<file path="config.mk">
export PLATFORM = sky130hd
export DESIGN_NAME = tape_ctrl
export DESIGN_NICKNAME = d
export VERILOG_FILES = /design/src/rtl/tape_pkg.sv /design/src/rtl/tape_ctrl.sv
export SDC_FILE = /design/constraint.sdc
export NUM_CORES = 1
export LEC_CHECK = 0
export BUFFER_PORTS_ARGS = -buffer_cell sky130_fd_sc_hd__buf_4
export CORE_MARGIN = 5
export CORE_UTILIZATION = 54
export DETAILED_ROUTE_END_ITERATION = 16
export GPL_TIMING_DRIVEN = 0
export PLACE_DENSITY = 0.82
export SYNTH_ARGS = -nofsm -noshare
export SYNTH_HDL_FRONTEND = slang
export SYNTH_SLANG_ARGS = --single-unit
</file>
<file path="constraint.sdc">
create_clock -name clk -period 3.7 [get_ports clk]
set_input_delay 0.37 -clock clk [delete_from_list [all_inputs] [get_ports clk]]
set_output_delay 0.37 -clock clk [all_outputs]
set_load 0.02 [all_outputs]
</file>
<file path="src/rtl/tape_pkg.sv">
// tape_pkg: shared types for the Brainfuck data-tape controller.
//   tape_op_e    - 3-bit tape command opcode issued by the execute stage
//                  (codes 6 and 7 are reserved and treated as NOP).
//   tape_state_e - controller FSM states.
package tape_pkg;

   typedef enum logic [2:0] {
      OpAdd   = 3'd0,
      OpSub   = 3'd1,
      OpRight = 3'd2,
      OpLeft  = 3'd3,
      OpRead  = 3'd4,
      OpWrite = 3'd5
   } tape_op_e;

   typedef enum logic [1:0] {
      StClear = 2'd0,
      StWait  = 2'd1,
      StLoad  = 2'd2,
      StIdle  = 2'd3
   } tape_state_e;

endpackage

</file>
<file path="src/rtl/tape_ctrl.sv">
// tape_ctrl: data-tape controller. Caches the current cell in a register so
// cell arithmetic and zero tests never wait on the tape BRAM; only pointer
// moves pay the BRAM read latency (WAIT then LOAD).
//
// Optional feature macro: TAPE_CLEAR_EN - after reset, sweep every tape cell
// to zero (one cell per cycle) before accepting commands. Without it, cell 0
// is loaded from whatever the BRAM already holds.
//
// Ports:
//   clk, rst            - clock, synchronous active-high reset
//   cmd_valid/cmd_ready - command handshake (ready only in IDLE)
//   cmd_op, cmd_arg     - opcode (tape_op_e) and amount/value
//   rsp_valid, rsp_data - one-cycle READ response, cycle after accept
//   ptr, cell_zero      - current tape pointer, cached cell == 0
//   mem_we/addr/wdata   - single-port BRAM write side / address
//   mem_rdata           - BRAM registered read data (valid cycle after addr)
module tape_ctrl
   import tape_pkg::*;
#(
   parameter int unsigned ADDR_WIDTH = 10,
   parameter int unsigned DATA_WIDTH = 8
) (
   input  logic                  clk,
   input  logic                  rst,
   input  logic                  cmd_valid,
   output logic                  cmd_ready,
   input  logic [2:0]            cmd_op,
   input  logic [DATA_WIDTH-1:0] cmd_arg,
   output logic                  rsp_valid,
   output logic [DATA_WIDTH-1:0] rsp_data,
   output logic [ADDR_WIDTH-1:0] ptr,
   output logic                  cell_zero,
   output logic                  mem_we,
   output logic [ADDR_WIDTH-1:0] mem_addr,
   output logic [DATA_WIDTH-1:0] mem_wdata,
   input  logic [DATA_WIDTH-1:0] mem_rdata
);

`ifdef TAPE_CLEAR_EN
   localparam tape_state_e StReset = StClear;
`else
   localparam tape_state_e StReset = StWait;
`endif

   tape_state_e           state_q, state_d;
   logic [ADDR_WIDTH-1:0] ptr_q, ptr_d;
   logic [DATA_WIDTH-1:0] cur_q, cur_d;
   logic                  rsp_valid_q;
   logic [DATA_WIDTH-1:0] rsp_data_q;
   logic                  rd_accept;
   tape_op_e              op;
   logic [ADDR_WIDTH-1:0] move_amt;

`ifdef TAPE_CLEAR_EN
   logic [ADDR_WIDTH-1:0] clr_cnt_q, clr_cnt_d;
`endif

   assign op       = tape_op_e'(cmd_op);
   // Zero-extend or truncate the argument to the pointer width.
   assign move_amt = ADDR_WIDTH'(cmd_arg);

   always_comb begin
      state_d   = state_q;
      ptr_d     = ptr_q;
      cur_d     = cur_q;
      rd_accept = 1'b0;
      cmd_ready = 1'b0;
      mem_we    = 1'b0;
      mem_addr  = ptr_q;
      mem_wdata = cur_q;
`ifdef TAPE_CLEAR_EN
      clr_cnt_d = clr_cnt_q;
`endif
      case (state_q)
         StIdle: begin
            cmd_ready = 1'b1;
            if (cmd_valid) begin
               case (op)
                  OpAdd: begin
                     cur_d  = cur_q + cmd_arg;
                     mem_we = 1'b1;
                  end
                  OpSub: begin
                     cur_d  = cur_q - cmd_arg;
                     mem_we = 1'b1;
                  end
                  OpWrite: begin
                     cur_d  = cmd_arg;
                     mem_we = 1'b1;
                  end
                  OpRight: begin
                     ptr_d   = ptr_q + move_amt;
                     state_d = StWait;
                  end
                  OpLeft: begin
                     ptr_d   = ptr_q - move_amt;
                     state_d = StWait;
                  end
                  OpRead:  rd_accept = 1'b1;
                  default: ;
               endcase
            end
            // Write-through keeps the BRAM copy of the cached cell current.
            mem_wdata = cur_d;
         end
         StWait: state_d = StLoad;
         StLoad: begin
            cur_d   = mem_rdata;
            state_d = StIdle;
         end
`ifdef TAPE_CLEAR_EN
         StClear: begin
            mem_addr  = clr_cnt_q;
            mem_we    = 1'b1;
            mem_wdata = '0;
            clr_cnt_d = clr_cnt_q + 1'b1;
            if (clr_cnt_q == {ADDR_WIDTH{1'b1}}) begin
               ptr_d   = '0;
               cur_d   = '0;
               state_d = StIdle;
            end
         end
`endif
         default: state_d = StWait;
      endcase
      // Nothing is accepted or written while reset is held.
      if (rst) begin
         cmd_ready = 1'b0;
         mem_we    = 1'b0;
      end
   end

   always_ff @(posedge clk) begin
      if (rst) begin
         state_q     <= StReset;
         ptr_q       <= '0;
         cur_q       <= '0;
         rsp_valid_q <= 1'b0;
         rsp_data_q  <= '0;
`ifdef TAPE_CLEAR_EN
         clr_cnt_q   <= '0;
`endif
      end else begin
         state_q     <= state_d;
         ptr_q       <= ptr_d;
         cur_q       <= cur_d;
         rsp_valid_q <= rd_accept;
         if (rd_accept) rsp_data_q <= cur_q;
`ifdef TAPE_CLEAR_EN
         clr_cnt_q   <= clr_cnt_d;
`endif
      end
   end

   assign rsp_valid = rsp_valid_q;
   assign rsp_data  = rsp_data_q;
   assign ptr       = ptr_q;
   assign cell_zero = (cur_q == '0);

endmodule

</file>
==> impl_results.md <==
- Placed cell area: 0.00292 mm^2
- Routed via count: 2458
- Max_cap viols: 0
- Worst-path clk slew: 0.07 ns
- Syn avg cell area: between 7 and 8 um^2
- Post-CTS Setup Bufs: 0
- Vias in the first global route: 2340
- Max-slew headroom: between 60% and 70%
- Final wirelength: 6400 um
- Least-Margin Pin Slew: 0.562 ns
- # hold bufs at CTS: 0
- Number of synthesized flops with an enable pin: 0
- Core region area: 0.00435 mm^2
- Flop2flop setup slack: 1.48 ns
- Seq/Total Area, Yosys: 23.9%
- Synth async-reset ratio: 0%
- Synth cell types: 54
- Grt ovf: 0
- Critical Path Max Stage Delay: between 0.4 and 0.5 ns
- Min-Delay Endpoint: cur_q[0]$_SDFFE_PP0P_
- Critical path required time: 3.33 ns
- Die Span X: 77.0 um
- Sequential power share: 30.0%
- Commonest non-fill, non-tap cells in the layout: buf_4 (67), nor2_1 (48), dfxtp_1 (29)
- HP Start: mem_rdata[0]
- Register-to-Register Path Depth: 9
- Initial Utilization: 55.7%
- Power per cell area: 429 mW/mm^2
- Final Skew: about 0.0045 ns
- Cts bufs inserted: 5
- Synth top area cells: dfxtp_1 (24%), ha_1 (10%), nor2_1 (7.4%)
- DPL Wire Length: slightly below 5000 um
- Die Height: 77.0 um
- Site Rows: 24
- WS Path Type: in -> out
- Slowest CP cell: or3b_1
- WL/cell: 15.0 um
- Critical path's top delay family: compound AO/OA/AOI/OAI gates
- Htree depth: 2
- Max VDD drop: 309 uV
- Share of layout cells above drive strength 1: 22.4%
- Antenna violations before repair: 0
- Tmin final: 3.44 ns
- Yosys reg bits: 29
- Synth-to-layout area growth: 25.1%
- Worst-skew pair later-pin latency: 0.28 ns
- Mapped Nets: 354
- Remaining antenna violation count: 0
- Fmax: slightly below 300 MHz
- Net Sw Frac: 38.5%
- Port bufs: 57
- Post-synthesis cell area: 0.00243 mm^2
- Combinational share of power: 43.8%
- Finished Cell Area: 0.00303 mm^2
- Synth area leader: dfxtp_1
- Setup crit start kind: input pin
- Post-DR vias/cell: between 5 and 6
- Setup TNS: 0 ns
- CTS sink count: 29
- Hold depth: 3
- Worst Path Max Fanout: 8
- Root Buffer: clkbuf_8
- Residual DRC: 0
- CTS Buffer Depth: 2
- Die Area: 0.00593 mm^2
- Critical path capture point type: primary output
- TritonCTS clock tree: yes
- Worst min path class: in -> reg
- I/O pins: 62
- Total global-route track usage: 21.9%
- Detailed Route Iter0 Violations: 159
- Status: completed
- R2R Path End: cur_q[6]$_SDFFE_PP0P_
- Final hold vios: 0
- Fin. max-slew vios: 0
- Yosys warning total: 0
- Post-synth top area share: 23.9%
- Commonest non-fill, non-tap cell in the layout: buf_4
- Post-cts resize count: 0
- Pint: ~0.0008 W
- RSZ-0062 raised after global routing: false
- NetSw: 0.000501 W
- Hold slack: 0.315 ns
- CP Cell Sequence: buf_2 -> or3b_1 -> o21ai_1 -> inv_1 -> ha_1 -> nor2b_1 -> o31a_1 -> o2111ai_1 -> nor3b_1 -> a31oi_1 -> buf_4
- Leakage: 1.37 nW
- Mapped Cells: between 300 and 400
- Final setup viols: 0
- Data arrival, critical path: between 3 and 4 ns
- First-pass GRT wire length: ~11000 um
- WP buf/inv: 3
- Final net count: 418
- Reg-to-reg critical path startpoint: cur_q[0]$_SDFFE_PP0P_
- Clk pwr share: 26.2%
- RePlAce Congestion: 0.943
- Largest net degree at the start of global routing: 12
- First-pass DRT Iterations: 4
- N_diodes: 0
- Part of the cycle the worst path needs: 93.0%
- Main synth FF type: dfxtp_1
## kinds of logic after synthesis
family / share of synthesized area, %
DFF: 23.9
buffers and inverters: 7.68
muxes: 4.95
adders and majority gates: 12.0
and+or+nand+nor: 24.5
xor gates and xnor gates: 7.22
AOI/OAI and AO/OA: 19.7
## worst register-to-register path: cells and delay by family (launching register included)
kind	cells	cell delay, ns
DFF	1	0.38
AOI/OAI and AO/OA	4	0.78
adders and majority gates	2	0.62
buffers and inverters	1	0.06
and+or+nand+nor	2	0.29
## power groups by stage
| stage | clock, W | sequential (W) | combinational [W] |
|---|---|---|---|
| detailed placement | 0 | 0.000395 | 0.000562 |
| global route | 0.000367 | 0.000396 | 0.000634 |
| CTS | 0.000348 | 0.000388 | 0.000570 |
| global placement | 0 | 0.000394 | 0.000553 |
| floorplan | 0 | 0.000388 | 0.000393 |
| finish | 0.000342 | 0.000390 | 0.000571 |
## flip-flops by register name (all words and copies together) (netlist names)
name / count
mem_addr: 10
cur_q: 8
rsp_data: 8
state_q: 2
rsp_valid: 1
## cells in the mapped netlist, types with 3 or more instances
cell	number
nor2_1	48
dfxtp_1	29
a21oi_1	21
ha_1	20
nand2_1	19
inv_1	15
o21ai_0	15
nor2b_1	13
mux2i_1	12
buf_4	10
xnor2_1	10
xor2_1	10
clkbuf_1	8
nor3_1	7
o21ai_1	6
nand3b_1	5
o21a_1	4
or4_1	4
a22oi_1	3
a31oi_1	3
nand3_1	3
o31ai_1	3
## area by class of cell
type	count	area, um^2
Buffer	22	130
Timing Repair Buffer	57	428
Sequential cell	29	581
Inverter	15	56.3
Fill cell	366	1320
Clock buffer	5	68.8
Multi-Input combinational cell	244	1660
Tap cell	52	65.1
Clock inverter	3	46.3
## metal layers
metal	wire length [um]	vias up	share of wire [%]	GRT usage (%)
li1	-	1202	-	-
met4	145	0	2.3	7.04
met5	0	-	0	0
met1	2790	1150	44	28.0
met3	522	14	8.2	5.97
met2	2940	92	46	35.7
## worst max path at each step
stage / from / to / slack (ns) / cells after the start
finish: cmd_op[1] / mem_wdata[5] / 0.26 / 11
global route: cmd_op[1] / mem_wdata[7] / 0.11 / 12
CTS: cmd_op[1] / mem_wdata[5] / 0.16 / 11
detailed placement: cmd_op[1] / mem_wdata[5] / 0.16 / 11
global placement: cmd_op[1] / mem_wdata[5] / 0.19 / 11
floorplan: cmd_op[1] / mem_wdata[7] / 0.60 / 11
## stage by stage
step / std cells / utilization (%) / worst slack [ns] / power, W
floorplan: 310 / - / 0.597 / 0.000781
global placement: 419 / 67.0 / 0.189 / 0.000946
detailed placement: 419 / 67.0 / 0.157 / 0.000957
CTS: 427 / 69.7 / 0.161 / 0.00131
global route: 427 / 69.7 / 0.114 / 0.00140
finish: 427 / 69.7 / 0.258 / 0.00130
Power figures use the tool's default switching activity.
